==> src/rtl/keypad_pkg.sv <==
// keypad_pkg: shared FSM state type, default parameters and the 4x4 key map.
package keypad_pkg;
  typedef enum logic [1:0] {SCAN, DEBOUNCE, PRESSED, RELEASE} state_t;
  localparam int DEF_SCAN_DIV = 10000;
  localparam int DEF_DEBOUNCE_SCANS = 4;
  // Entry {row,col} sits at bits [{row,col}*4 +: 4]; row 0 col 0 ("1") is the LSB nibble.
  localparam logic [63:0] KEY_MAP = 64'hDF0E_C987_B654_A321;
  function automatic logic [3:0] key_of(input logic [1:0] r, input logic [1:0] c);
    return KEY_MAP[{r, c, 2'b00} +: 4];
  endfunction
endpackage

==> src/rtl/sync2.sv <==
// sync2: two-flop synchronizer, reset value INIT.
// Ports: clk, rst (sync active-low), d (async in), q (synchronized out).
module sync2 #(
  parameter int W = 4,
  parameter logic [W-1:0] INIT = '1
) (
  input  logic         clk,
  input  logic         rst,
  input  logic [W-1:0] d,
  output logic [W-1:0] q
);
  logic [W-1:0] m;
  always_ff @(posedge clk)
    if (!rst) {q, m} <= {INIT, INIT};
    else {q, m} <= {m, d};
endmodule

==> src/rtl/keypad_scanner.sv <==
// keypad_scanner: 4x4 matrix scanner with debounce, emits hex key code.
// Ports: clk, rst (sync active-low), col_in (async active-low columns),
// row_out (one-hot-low row drive), key_code, key_valid (key held), key_pulse (press strobe).
module keypad_scanner import keypad_pkg::*; #(
  parameter int SCAN_DIV = DEF_SCAN_DIV,
  parameter int DEBOUNCE_SCANS = DEF_DEBOUNCE_SCANS
) (
  input  logic       clk,
  input  logic       rst,
  input  logic [3:0] col_in,
  output logic [3:0] row_out,
  output logic [3:0] key_code,
  output logic       key_valid,
  output logic       key_pulse
);
  localparam int CW = $clog2(SCAN_DIV);
  localparam int TW = $clog2(DEBOUNCE_SCANS + 1);
  logic [3:0] col_s;
  logic [CW-1:0] cnt;
  logic [TW-1:0] tally, tally_n;
  logic [1:0] row, row_n, lcol, lcol_n, c;
  state_t state, state_n;
  logic sample, any, load, valid_n;
  sync2 #(.W(4)) u_sync (.clk(clk), .rst(rst), .d(col_in), .q(col_s));
  // Sample point and wrap coincide, so a row change always lands right after a sample.
  assign sample = cnt == CW'(SCAN_DIV - 1);
  assign any = ~&col_s;
  assign c = !col_s[0] ? 2'd0 : !col_s[1] ? 2'd1 : !col_s[2] ? 2'd2 : 2'd3;
  always_comb begin
    state_n = state;
    tally_n = tally;
    row_n = row;
    lcol_n = lcol;
    load = 1'b0;
    valid_n = key_valid;
    if (sample)
      case (state)
        SCAN:
          if (any) begin
            lcol_n = c;
            tally_n = TW'(1);
            load = DEBOUNCE_SCANS == 1;
            state_n = load ? PRESSED : DEBOUNCE;
          end else row_n = row + 2'd1;
        DEBOUNCE:
          if (!col_s[lcol]) begin
            tally_n = tally + TW'(1);
            load = int'(tally) + 1 == DEBOUNCE_SCANS;
            state_n = load ? PRESSED : DEBOUNCE;
          end else begin
            state_n = SCAN;
            row_n = row + 2'd1;
          end
        PRESSED:
          if (col_s[lcol]) begin
            tally_n = TW'(1);
            state_n = DEBOUNCE_SCANS == 1 ? SCAN : RELEASE;
            valid_n = DEBOUNCE_SCANS != 1;
            row_n = DEBOUNCE_SCANS == 1 ? row + 2'd1 : row;
          end
        RELEASE:
          if (col_s[lcol]) begin
            tally_n = tally + TW'(1);
            if (int'(tally) + 1 == DEBOUNCE_SCANS) begin
              state_n = SCAN;
              valid_n = 1'b0;
              row_n = row + 2'd1;
            end
          end else state_n = PRESSED;
      endcase
    valid_n = load | valid_n;
  end
  always_ff @(posedge clk)
    if (!rst) begin
      state <= SCAN;
      cnt <= '0;
      tally <= '0;
      row <= '0;
      lcol <= '0;
      row_out <= 4'b1110;
      key_code <= '0;
      key_valid <= 1'b0;
      key_pulse <= 1'b0;
    end else begin
      state <= state_n;
      cnt <= sample ? '0 : cnt + CW'(1);
      tally <= tally_n;
      row <= row_n;
      lcol <= lcol_n;
      row_out <= ~(4'b0001 << row_n);
      key_code <= load ? key_of(row, lcol_n) : key_code;
      key_valid <= valid_n;
      key_pulse <= load;
    end
endmodule

==> config.mk <==
export PLATFORM = sky130hd
export DESIGN_NAME = keypad_scanner
export DESIGN_NICKNAME = d
export VERILOG_FILES = /design/src/rtl/keypad_pkg.sv /design/src/rtl/sync2.sv /design/src/rtl/keypad_scanner.sv
export SDC_FILE = /design/constraint.sdc
export NUM_CORES = 1
export LEC_CHECK = 0
export CORE_ASPECT_RATIO = 0.6
export CORE_UTILIZATION = 58
export CTS_BUF_LIST = sky130_fd_sc_hd__clkbuf_8
export DETAILED_ROUTE_END_ITERATION = 10
export DONT_BUFFER_PORTS = 1
export PLACE_DENSITY_LB_ADDON = 0.25
export SYNTH_ARGS = -nofsm -noshare
export SYNTH_HDL_FRONTEND = slang
export SYNTH_HIERARCHICAL = 1
export SYNTH_SLANG_ARGS = --single-unit
==> constraint.sdc <==
create_clock -name clk -period 7.3 [get_ports clk]
set_input_delay 0.73 -clock clk [delete_from_list [all_inputs] [get_ports clk]]
set_output_delay 0.73 -clock clk [all_outputs]
set_load 0.01 [all_outputs]
==> impl_metrics.sql, run 1 <==
INSERT INTO impl_metrics (metric_group, metric, value, unit) VALUES
('status', 'run_status', 'completed', ''),
('critical_path', 'endpoint_type_of_the_worst_setup_path', 'flip-flop', ''),
('synthesis', 'syn_area_per_cell', '8.85', 'um2'),
('synthesis', 'synth_adder_area_share', '4.73', '%'),
('floorplan', 'die_area', '3430', 'um2'),
('timing', 'hold_viol', '0', ''),
('run', 'drv.max_cap_violation_count', '0', ''),
('synthesis', 'dominantRegCellSynth', 'sky130_fd_sc_hd__dfxtp_1', ''),
('critical_path', 'crit_required', '7.46', 'ns'),
('route', 'vias_after_detailed_routing', '1432', ''),
('timing', 'final.setup.tns', '0', 'ns'),
('global_routing', 'grt_antenna_before_repair', '0', ''),
('clock_network', 'clockRootBuffer', 'sky130_fd_sc_hd__clkbuf_8', ''),
('timing', 'max_freq', '0.325', 'GHz'),
('synthesis', 'postSynthNetCount', '222', ''),
('power_and_ir_drop', 'static_leak', '0.725', 'nW'),
('clock_network', 'cts.sink_count', '41', ''),
('synthesis', 'synth_top_family_by_area', 'simple AND/OR/NAND/NOR gates', ''),
('global_routing', 'grt_util_all_layers', '24.1', '%'),
('floorplan', 'area_of_the_core', '2950', 'um2'),
('clock_network', 'worstSkewPairLatency', '0.29', 'ns'),
('layout', 'post_route_cells_drive_above_1_share', '5.71', '%'),
('floorplan', 'rows', '15', ''),
('timing', 'skew', '0.00517', 'ns'),
('place', 'placed_cells', '245', ''),
('synthesis', 'post_synthesis_cells', '209', ''),
('route', 'antenna_violating_nets_post_route', '0', ''),
('timing', 'final_max_slew_viol_count', '0', ''),
('synthesis', 'synth_compound_area_share', '10.5', '%'),
('clock_network', 'post_cts_resize_count', '0', ''),
('clock_network', 'cts_made_buffers', '5', ''),
('clock_network', 'hold_buffers', '0', ''),
('floorplan', 'floorplan.die.height', '45.8', 'um'),
('synthesis', 'synth.top_cells.by_area', 'sky130_fd_sc_hd__dfxtp_1 44%, sky130_fd_sc_hd__nor2_1 7.3%, sky130_fd_sc_hd__ha_1 4.7%', ''),
('synthesis', 'synth_top_area_share', '44.4', '%'),
('power_and_ir_drop', 'totalPowerFinal', '0.386', 'mW'),
('clock_network', 'cts.reportedPaths.clkPinSlew', '0.07', 'ns'),
('clock_network', 'post_cts_repair_setup_buffers', '0', ''),
('clock_network', 'h_tree_lvls', '2', ''),
('synthesis', 'synth_mux_area_share', '4.46', '%'),
('timing', 'final_period_minus_worst_setup_slack', '3.08', 'ns'),
('place', 'dp_hpwl', '2650', 'um'),
('critical_path', 'worst-setup-path-type', 'flip-flop to flip-flop', ''),
('hold_path', 'holdCritPathClass', 'flip-flop to flip-flop', ''),
('synthesis', 'synth-edff-count', '0', ''),
('floorplan', 'die_width', '74.9', 'um'),
('timing', 'timing.slew.headroom', '62.3', '%'),
('timing', 'report.final.setup_viol', '0', ''),
('global_routing', 'groute.layer.met2.usage', '36.4', '%'),
('synthesis', 'ys_async_sr_fraction', '0', '%'),
('synthesis', 'leading_area_contributor_after_synthesis', 'sky130_fd_sc_hd__dfxtp_1', ''),
('layout', 'number_of_inserted_filler_cells_in_the_final_layout', '233', ''),
('power_and_ir_drop', 'ir_drop', '0.000144', 'V'),
('global_routing', 'grt_first_pass_wirelength', '5880', 'um'),
('critical_path', 'crit_path_start_kind', 'flip-flop', ''),
('synthesis', 'postSynthRegisterBits', '41', ''),
('synthesis', 'synth.yosys.seq_area_share', '44.4', '%'),
('timing', 'layout_setup_ws', '4.22', 'ns'),
('layout', 'nNetsFinal', '223', ''),
('layout', 'syn2layout_area_growth', '6.22', '%'),
('route', 'drt-total-wl', '3680', 'um'),
('layout', 'final_cells', '252', ''),
('synthesis', 'synthXorXnorAreaFrac', '7.10', '%'),
('clock_network', 'cts_tree', 'built', ''),
('route', 'avgRoutedWirePerCell', '14.6', 'um'),
('place', 'pre_cts_slack', '4.25', 'ns'),
('place', 'buffer_ports.inserted', '0', ''),
('floorplan', 'ioPinCount', '16', ''),
('route', 'detail_route.vias_per_cell', '5.68', ''),
('global_routing', 'gr-max-usage-layer', 'met2', ''),
('global_routing', 'groute.layer.met3.usage', '6.64', '%');
==> worst max-delay path: stages, from the launching register on <==
cell,delay (ns)
sky130_fd_sc_hd__dfxtp_1,0.36
sky130_fd_sc_hd__or4b_4,0.58
sky130_fd_sc_hd__or4_4,0.56
sky130_fd_sc_hd__mux2i_1,0.14
sky130_fd_sc_hd__nor2_1,0.35
sky130_fd_sc_hd__clkinv_2,0.17
sky130_fd_sc_hd__ha_1,0.20
sky130_fd_sc_hd__nand2_1,0.06
sky130_fd_sc_hd__o21ai_0,0.07
sky130_fd_sc_hd__or3_1,0.32
sky130_fd_sc_hd__o211ai_1,0.10
sky130_fd_sc_hd__a31oi_1,0.05
==> power by group <==
group / leakage (nW) / switching, mW / internal [mW]
Clock: 0.0485 / 0.0710 / 0.0735
Combinational: 0.344 / 0.00602 / 0.00458
Sequential: 0.333 / 0.00325 / 0.228
==> final timing paths <==
check / start / to / slack [ns] / cells after the start
setup / recovery: cnt[5] / key_code[1] / 4.22 / 11
hold / removal: u_sync/m[3] / u_sync/q[3] / 0.42 / 1
setup reg to reg: cnt[5] / key_code[1] / 4.22 / 11
hold reg to reg: u_sync/m[3] / u_sync/q[3] / 0.42 / 1
==> layer usage <==
metal  wire (um)  part of all wire, %  vias to the layer above
met2        1660                   45                       32
li1            -                    -                      716
met4          33                 0.90                        0
met1        1840                   50                      678
met5           0                    0                        -
met3         151                  4.1                        6
==> cells in the final DEF (no fill, tap or decap), types with 2 or more instances in the layout <==
master,n
sky130_fd_sc_hd__ha_1,7
sky130_fd_sc_hd__and3_1,2
sky130_fd_sc_hd__or3_1,2
sky130_fd_sc_hd__xor2_1,6
sky130_fd_sc_hd__or4_1,2
sky130_fd_sc_hd__a31oi_1,4
sky130_fd_sc_hd__clkbuf_8,6
sky130_fd_sc_hd__a211oi_1,4
sky130_fd_sc_hd__dfxtp_1,41
sky130_fd_sc_hd__mux2i_1,6
sky130_fd_sc_hd__nand3b_1,2
sky130_fd_sc_hd__nand2_1,16
sky130_fd_sc_hd__o21ai_0,6
sky130_fd_sc_hd__a21oi_1,8
sky130_fd_sc_hd__nand3_1,8
sky130_fd_sc_hd__nor2b_1,2
sky130_fd_sc_hd__inv_1,7
sky130_fd_sc_hd__nand4b_1,2
sky130_fd_sc_hd__nor3_1,4
sky130_fd_sc_hd__xnor2_1,9
sky130_fd_sc_hd__nor2_1,36
sky130_fd_sc_hd__nand2b_1,10
sky130_fd_sc_hd__nand4_1,4
==> synth_stat cells, types with 4 or more instances <==
| library cell | n |
|---|---|
| sky130_fd_sc_hd__dfxtp_1 | 41 |
| sky130_fd_sc_hd__nor2_1 | 36 |
| sky130_fd_sc_hd__nand2_1 | 16 |
| sky130_fd_sc_hd__nand2b_1 | 10 |
| sky130_fd_sc_hd__xnor2_1 | 9 |
| sky130_fd_sc_hd__a21oi_1 | 8 |
| sky130_fd_sc_hd__nand3_1 | 8 |
| sky130_fd_sc_hd__ha_1 | 7 |
| sky130_fd_sc_hd__inv_1 | 6 |
| sky130_fd_sc_hd__mux2i_1 | 6 |
| sky130_fd_sc_hd__o21ai_0 | 6 |
| sky130_fd_sc_hd__xor2_1 | 6 |
| sky130_fd_sc_hd__a211oi_1 | 4 |
| sky130_fd_sc_hd__a31oi_1 | 4 |
| sky130_fd_sc_hd__clkbuf_1 | 4 |
| sky130_fd_sc_hd__nand4_1 | 4 |
| sky130_fd_sc_hd__nor3_1 | 4 |
==> through the flow <==
stage               cell area [um2]  hold slack [ns]  util [%]
global route                   1970            0.437      66.7
global placement               1880            0.390      63.8
floorplan                      1850            0.386         -
CTS                            1970            0.425      66.7
detailed placement             1880            0.408      63.8
finish                         1970            0.419      66.7
==> cell families after synthesis <==
| logic type | after synthesis |
|---|---|
| AOI/OAI and AO/OA | 31 |
| xor gates and xnor gates | 15 |
| adders and majority gates | 7 |
| buffers and inverters | 13 |
| DFF | 41 |
| muxes | 7 |
| and+or+nand+nor | 95 |
==> flip-flops by register name, summed over array words and instances (netlist names), 2 cells and up <==
name and cells:
u_sync/m 4, state 2, row_out 4, tally 3
cnt 14, u_sync/q 4, row 2, key_code 4
lcol 2
==> area by class of cell <==
| cell class | count | area, um2 | share of cell area, % |
|---|---|---|---|
| clock buffer | 6 | 82.6 | 4.20 |
| multi-input combinational | 155 | 978 | 49.8 |
| tap | 42 | 52.6 | 2.67 |
| clock inverter | 1 | 3.75 | 0.191 |
| sequential | 41 | 821 | 41.8 |
| inverter | 7 | 27.5 | 1.40 |
Power figures use the tool's default switching activity.
==> run 2: changes to the inputs <==
Clock period 7.3 ns to 2.7 ns, I/O delays scaled along.
==> run 2 against run 1 <==
Die area unchanged. Hold slack worse by 0.37 ns. Final cell count up 3.2%. Combinational power rose to 2.7 times the previous value. Critical path depth unchanged. First-iteration DRC count down 23%. Setup slack worse by 4.2 ns. Critical path type unchanged.
==> impl_metrics.sql, run 2 (synthesized netlist as in run 1, its figures left out) <==
INSERT INTO impl_metrics (metric_group, metric, value, unit) VALUES
('status', 'run_status', 'completed', ''),
('layout', 'largest_register_ffs', '14', ''),
('route', 'drt-total-wl', '3700', 'um'),
('power_and_ir_drop', 'power.combinational.fraction', '2.8', '%'),
('clock_network', 'worstSkewPairLatency', '0.29', 'ns'),
('timing', 'hold_viol', '0', ''),
('global_routing', 'grt_antenna_before_repair', '0', ''),
('critical_path', 'cp.arrival', '2.84', 'ns'),
('power_and_ir_drop', 'power.density_cell_area', '507', 'nW/um2'),
('global_routing', 'grt_util_all_layers', '24.5', '%'),
('power_and_ir_drop', 'internal_power', '0.803', 'mW'),
('power_and_ir_drop', 'total_switching_power', '0.223', 'mW'),
('power_and_ir_drop', 'ir_drop', '0.000341', 'V'),
('clock_network', 'cts.sink_count', '41', ''),
('floorplan', 'rows', '15', ''),
('critical_path', 'endpoint_type_of_the_worst_setup_path', 'flip-flop', ''),
('critical_path', 'crit_path_start_kind', 'flip-flop', ''),
('floorplan', 'die_width', '74.9', 'um'),
('global_routing', 'grt_first_pass_wirelength', '5940', 'um'),
('floorplan', 'floorplan.die.height', '45.8', 'um'),
('floorplan', 'area_of_the_core', '2950', 'um2'),
('place', 'gpl.final_weighted_congestion', '0.929', ''),
('clock_network', 'hold_buffers', '0', ''),
('critical_path', 'critical-path-slowest-cell', 'sky130_fd_sc_hd__or4_4', ''),
('global_routing', 'first_global_vias', '1282', ''),
('floorplan', 'ioPinCount', '16', ''),
('route', 'antenna_violating_nets_post_route', '0', ''),
('route', 'detail_route.vias_per_cell', '5.63', ''),
('timing', 'max_freq', '0.372', 'GHz'),
('layout', 'syn2layout_area_growth', '9.40', '%'),
('power_and_ir_drop', 'power_switching_share', '21.7', '%'),
('timing', 'report.final.setup_viol', '0', ''),
('timing', 'max_slew.worst_pin.slew', '0.511', 'ns'),
('clock_network', 'cts_tree', 'built', ''),
('power_and_ir_drop', 'static_leak', '0.762', 'nW'),
('floorplan', 'initial_core_util', '62.8', '%'),
('place', 'buffer_ports.inserted', '0', ''),
('timing', 'unrepaired_setup_endpoints_after_global_routing', 'yes', ''),
('clock_network', 'h_tree_lvls', '2', ''),
('clock_network', 'cts_made_buffers', '5', ''),
('timing', 'skew', '0.00757', 'ns'),
('place', 'dp_hpwl', '2690', 'um'),
('layout', 'diodes', '0', ''),
('route', 'vias_after_detailed_routing', '1463', ''),
('route', 'detail_route.iter0.violations', '72', ''),
('critical_path', 'critical_path.max_fanout', '4', ''),
('timing', 'timing.slew.headroom', '65.9', '%'),
('layout', 'nNetsFinal', '230', ''),
('route', 'first_drt_pass_iteration_count', '4', ''),
('hold_path', 'holdCritPathClass', 'input pin to flip-flop', ''),
('route', 'avgRoutedWirePerCell', '14.2', 'um'),
('route', 'remaining_drc_errors', '0', ''),
('timing', 'layout_setup_ws', '0.0125', 'ns'),
('run', 'drv.max_cap_violation_count', '0', ''),
('timing', 'final_max_slew_viol_count', '0', ''),
('critical_path', 'crit_required', '2.86', 'ns'),
('critical_path', 'largest_stage_delay_on_the_critical_path', '0.57', 'ns'),
('layout', 'post_route_cells_drive_above_1_share', '11.5', '%'),
('critical_path', 'crit_path_cell_trace', 'or4_1 > or4_4 > mux2i_1 > nor2_2 > clkinv_2 > ha_2 > nand2_1 > o21ai_1 > or3_1 > o211ai_1 > a31oi_1', ''),
('floorplan', 'die_area', '3430', 'um2'),
('clock_network', 'max-clock-path-buffers', '2', ''),
('global_routing', 'globalRoute.totalOverflow', '0', ''),
('place', 'pre_cts_slack', '0.00756', 'ns'),
('clock_network', 'clockRootBuffer', 'sky130_fd_sc_hd__clkbuf_8', ''),
('layout', 'layout_commonest_cell', 'sky130_fd_sc_hd__dfxtp_1', ''),
('layout', 'layout.cells.most_common_list', '40 x sky130_fd_sc_hd__dfxtp_1, 35 x sky130_fd_sc_hd__nor2_1, 16 x sky130_fd_sc_hd__nand2_1', ''),
('global_routing', 'grt_start_max_net_pins', '16', ''),
('timing', 'period_share', '99.5', '%'),
('clock_network', 'cts.reportedPaths.clkPinSlew', '0.07', 'ns'),
('power_and_ir_drop', 'seq_power_share', '60.9', '%'),
('power_and_ir_drop', 'clkPwrFrac', '36.4', '%'),
('timing', 'worst_hold_slack', '0.0448', 'ns'),
('layout', 'max_flop_register', 'cnt', ''),
('critical_path', 'worst-setup-path-type', 'flip-flop to flip-flop', ''),
('timing', 'final_period_minus_worst_setup_slack', '2.69', 'ns');
run 2: final cells by class:
| type | instances | area, um2 |
|---|---|---|
| Multi-Input combinational cell | 155 | 987 |
| Fill cell | 243 | 922 |
| Sequential cell | 41 | 822 |
| Clock buffer | 5 | 68.8 |
| Timing Repair Buffer | 7 | 52.6 |
| Tap cell | 42 | 52.6 |
| Inverter | 7 | 27.5 |
| Clock inverter | 3 | 13.8 |
run 2: final timing paths:
path	to	startpoint	slack [ns]	cells after the start
hold / removal	row_out[2]	rst	0.04	1
hold reg to reg	u_sync/q[2]	u_sync/m[2]	0.42	1
setup / recovery	key_code[1]	state[1]	0.01	11
setup reg to reg	key_code[1]	state[1]	0.01	11
run 2: worst max-delay path, delay by kind of cell, from the launching register on:
family / cells / cell delay (ns)
AOI/OAI and AO/OA: 3 / 0.21
adders and majority gates: 1 / 0.17
buffers and inverters: 1 / 0.10
DFF: 1 / 0.33
muxes: 1 / 0.15
and+or+nand+nor: 5 / 1.60
run 2: power groups by stage:
stage | registers [mW] | clock network [mW] | logic, mW
2_1_floorplan | 0.636 | 0 | 0.0237
3_3_place_gp | 0.637 | 0 | 0.0269
3_5_place_dp | 0.638 | 0 | 0.0283
4_1_cts | 0.623 | 0.387 | 0.0285
5_1_grt | 0.625 | 0.417 | 0.0322
6_report | 0.624 | 0.373 | 0.0282
run 2: per-stage QoR:
step | power (mW) | TNS, ns | area (um2) | util (%) | std cells
after global placement | 0.664 | 0 | 1930 | 65.4 | 251
after global routing | 1.07 | -0.172 | 2020 | 68.7 | 260
after floorplan | 0.659 | 0 | 1850 | - | 209
after detailed placement | 0.666 | 0 | 1930 | 65.4 | 251
after CTS | 1.04 | 0 | 2010 | 68.2 | 259
final | 1.03 | 0 | 2020 | 68.7 | 260
run 2: metal layers:
metal	routed length, um	up-vias	GRT usage, %
met5	0	-	0
met4	48	0	9.06
met1	1910	675	34.9
li1	-	735	-
met3	261	7	9.29
met2	1480	46	33.5
run 2: what timing repair did:
action | CTS | global route
setup buffers | 0 | 1
endpoints found under the setup margin | 0 | 3
gates resized for setup | 0 | 5
==> run 3: changes to the inputs <==
Settings changed: REMOVE_ABC_BUFFERS from default to 1.
==> run 3 against run 2 <==
The flow now finishes with violations (setup timing). Maximum frequency fell by 0.85%. Register-to-register slack worse by 0.02 ns. First-iteration DRC count is 53% higher. Sequential power barely moved. Power increased by 0.17%. Core utilization grew 1.6 points. Design area increased by 2.3%. Combinational power grew 1%. Critical endpoint unchanged.
==> impl_metrics.sql, run 3 (synthesized netlist as in run 1, its figures left out) <==
INSERT INTO impl_metrics (metric_group, metric, value, unit) VALUES
('power_and_ir_drop', 'seq_power_share', '60.8', '%'),
('timing', 'max_freq', '0.369', 'GHz'),
('place', 'buffer_ports.inserted', '0', ''),
('hold_path', 'holdCritPathClass', 'input pin to flip-flop', ''),
('floorplan', 'floorplan.die.height', '45.8', 'um'),
('timing', 'final_period_minus_worst_setup_slack', '2.71', 'ns'),
('clock_network', 'cts.reportedPaths.clkPinSlew', '0.08', 'ns'),
('route', 'avgRoutedWirePerCell', '14.3', 'um'),
('layout', 'syn2layout_area_growth', '12.0', '%'),
('layout', 'largest_register_ffs', '14', ''),
('global_routing', 'grt_util_all_layers', '24.5', '%'),
('global_routing', 'grt_util_met1', '35.1', '%'),
('floorplan', 'area_of_the_core', '2950', 'um2'),
('power_and_ir_drop', 'power.combinational.fraction', '2.8', '%'),
('global_routing', 'globalRoute.totalOverflow', '0', ''),
('hold_path', 'worst_hold_path.num_cells', '1', ''),
('global_routing', 'groute.layer.met2.usage', '34.8', '%'),
('clock_network', 'cts_made_buffers', '5', ''),
('layout', 'layout_commonest_cell', 'sky130_fd_sc_hd__dfxtp_1', ''),
('critical_path', 'crit_path_start_kind', 'flip-flop', ''),
('route', 'antenna_violating_nets_post_route', '0', ''),
('power_and_ir_drop', 'totalPowerFinal', '1.03', 'mW'),
('timing', 'hold_viol', '0', ''),
('power_and_ir_drop', 'power_switching_share', '21.9', '%'),
('layout', 'post_route_cells_drive_above_1_share', '14.1', '%'),
('floorplan', 'rows', '15', ''),
('route', 'detail_route.vias_per_cell', '5.51', ''),
('run', 'drv.max_cap_violation_count', '0', ''),
('global_routing', 'groute.layer.met3.usage', '7.96', '%'),
('floorplan', 'die_area', '3430', 'um2'),
('route', 'remaining_drc_errors', '0', ''),
('power_and_ir_drop', 'ir_drop', '0.000394', 'V'),
('power_and_ir_drop', 'internal_power', '0.803', 'mW'),
('global_routing', 'grt_antenna_before_repair', '0', ''),
('timing', 'max_slew.worst_pin.slew', '0.498', 'ns'),
('critical_path', 'worst-setup-path-type', 'flip-flop to flip-flop', ''),
('critical_path', 'crit_path_cell_trace', 'or4b_4 > or4_4 > mux2i_2 > nor2_2 > clkinv_2 > ha_4 > nand2_1 > o21ai_1 > or3_1 > o211ai_1 > a31oi_1', ''),
('timing', 'timing.slew.headroom', '66.5', '%'),
('place', 'placed_cells', '254', ''),
('global_routing', 'gr-max-usage-layer', 'met1', ''),
('clock_network', 'hold_buffers', '0', ''),
('critical_path', 'reg2regPathDepth', '11', ''),
('global_routing', 'grt_start_max_net_pins', '16', ''),
('critical_path', 'critical_path.max_fanout', '4', ''),
('timing', 'report.final.setup_viol', '1', ''),
('timing', 'layout_setup_ws', '-0.0106', 'ns'),
('clock_network', 'clockRootBuffer', 'sky130_fd_sc_hd__clkbuf_8', ''),
('critical_path', 'critical-path-slowest-cell', 'sky130_fd_sc_hd__or4_4', ''),
('layout', 'final_cells', '262', ''),
('floorplan', 'ioPinCount', '16', ''),
('status', 'violations', 'setup timing', ''),
('critical_path', 'crit_required', '2.86', 'ns'),
('floorplan', 'initial_core_util', '62.8', '%'),
('global_routing', 'grt_first_pass_wirelength', '6010', 'um'),
('route', 'first_drt_pass_iteration_count', '5', ''),
('critical_path', 'largest_stage_delay_on_the_critical_path', '0.57', 'ns'),
('layout', 'layout.cells.most_common_list', '39 x sky130_fd_sc_hd__dfxtp_1, 35 x sky130_fd_sc_hd__nor2_1, 16 x sky130_fd_sc_hd__nand2_1', ''),
('route', 'drt-total-wl', '3740', 'um'),
('route', 'vias_after_detailed_routing', '1443', ''),
('timing', 'period_share', '100', '%'),
('clock_network', 'worstSkewPairLatency', '0.29', 'ns'),
('clock_network', 'cts_tree', 'built', ''),
('route', 'detail_route.iter0.violations', '110', ''),
('layout', 'max_flop_register', 'cnt', ''),
('layout', 'nNetsFinal', '232', ''),
('clock_network', 'cts.sink_count', '41', ''),
('timing', 'unrepaired_setup_endpoints_after_global_routing', 'yes', ''),
('clock_network', 'max-clock-path-buffers', '2', ''),
('floorplan', 'die_width', '74.9', 'um'),
('status', 'run_status', 'finished with violations', ''),
('critical_path', 'cp.arrival', '2.87', 'ns'),
('power_and_ir_drop', 'clkPwrFrac', '36.4', '%'),
('layout', 'utilization', '70.3', '%'),
('place', 'dp_hpwl', '2680', 'um'),
('layout', 'number_of_inserted_filler_cells_in_the_final_layout', '238', ''),
('timing', 'skew', '0.00810', 'ns'),
('power_and_ir_drop', 'static_leak', '0.771', 'nW'),
('layout', 'diodes', '0', ''),
('timing', 'final_max_slew_viol_count', '0', ''),
('power_and_ir_drop', 'total_switching_power', '0.225', 'mW'),
('place', 'gpl.final_weighted_congestion', '0.878', ''),
('power_and_ir_drop', 'power.density_cell_area', '496', 'nW/um2'),
('clock_network', 'h_tree_lvls', '2', ''),
('critical_path', 'endpoint_type_of_the_worst_setup_path', 'flip-flop', ''),
('place', 'pre_cts_slack', '-0.00795', 'ns'),
('global_routing', 'first_global_vias', '1278', '');
==> run 3: cell types whose count changed in the layout (fill, tap and decap cells not counted), sizes merged <==
cell / previous run / this run
buf: 7 / 9
==> run 3: path summary, 6_finish.rpt <==
kind / start / endpoint / slack, ns
max: cnt[4] / key_code[1] / -0.01
min: rst / u_sync/m[1] / 0.06
max reg2reg: cnt[4] / key_code[1] / -0.01
min reg2reg: u_sync/m[3] / u_sync/q[3] / 0.41
==> run 3: what timing repair did <==
| item | in CTS | in global routing |
|---|---|---|
| pin swaps | 2 | 1 |
| gates resized for setup | 1 | 12 |
| setup endpoints to repair | 2 | 3 |
| buffers inserted | 0 | 0 |
==> run 3: layout make-up <==
class | count | area, um2 | share of cell area [%]
well taps | 42 | 52.6 | 2.54
repair buffers | 9 | 67.6 | 3.26
clock buffers | 5 | 68.8 | 3.32
inverters | 7 | 27.5 | 1.33
multi-input cells | 155 | 1020 | 49.2
clock inverters | 3 | 13.8 | 0.664
flip-flops and latches | 41 | 823 | 39.7
==> run 3: power groups by stage <==
stage                     logic, mW  clock network (mW)  registers (mW)
final                        0.0286               0.374           0.624
after global routing         0.0314               0.409           0.625
after CTS                    0.0282               0.385           0.624
after detailed placement     0.0280                   0           0.638
after global placement       0.0264                   0           0.637
after floorplan              0.0227                   0           0.636
==> run 3: routing by layer <==
metal / wire length, um / share of wire (%)
met4: 28 / 0.75
met1: 1880 / 50
met5: 0 / 0
met3: 226 / 6.0
met2: 1600 / 43
==> run 3: worst max-delay path: cells and delay by family (launching register included) <==
kind	cells	cell delay [ns]
DFF	1	0.33
muxes	1	0.18
buffers and inverters	1	0.10
and+or+nand+nor	5	1.61
AOI/OAI and AO/OA	3	0.21
adders and majority gates	1	0.16
==> run 3: metrics by stage <==
step                hold WS [ns]  setup TNS (ns)  area (um2)
finish                    0.0568         -0.0106        2070
global route              0.0395          -0.238        2070
CTS                       0.0475         -0.0102        2030
detailed placement         0.348        -0.00795        1950
global placement           0.346               0        1950
floorplan                  0.332          -0.136        1830
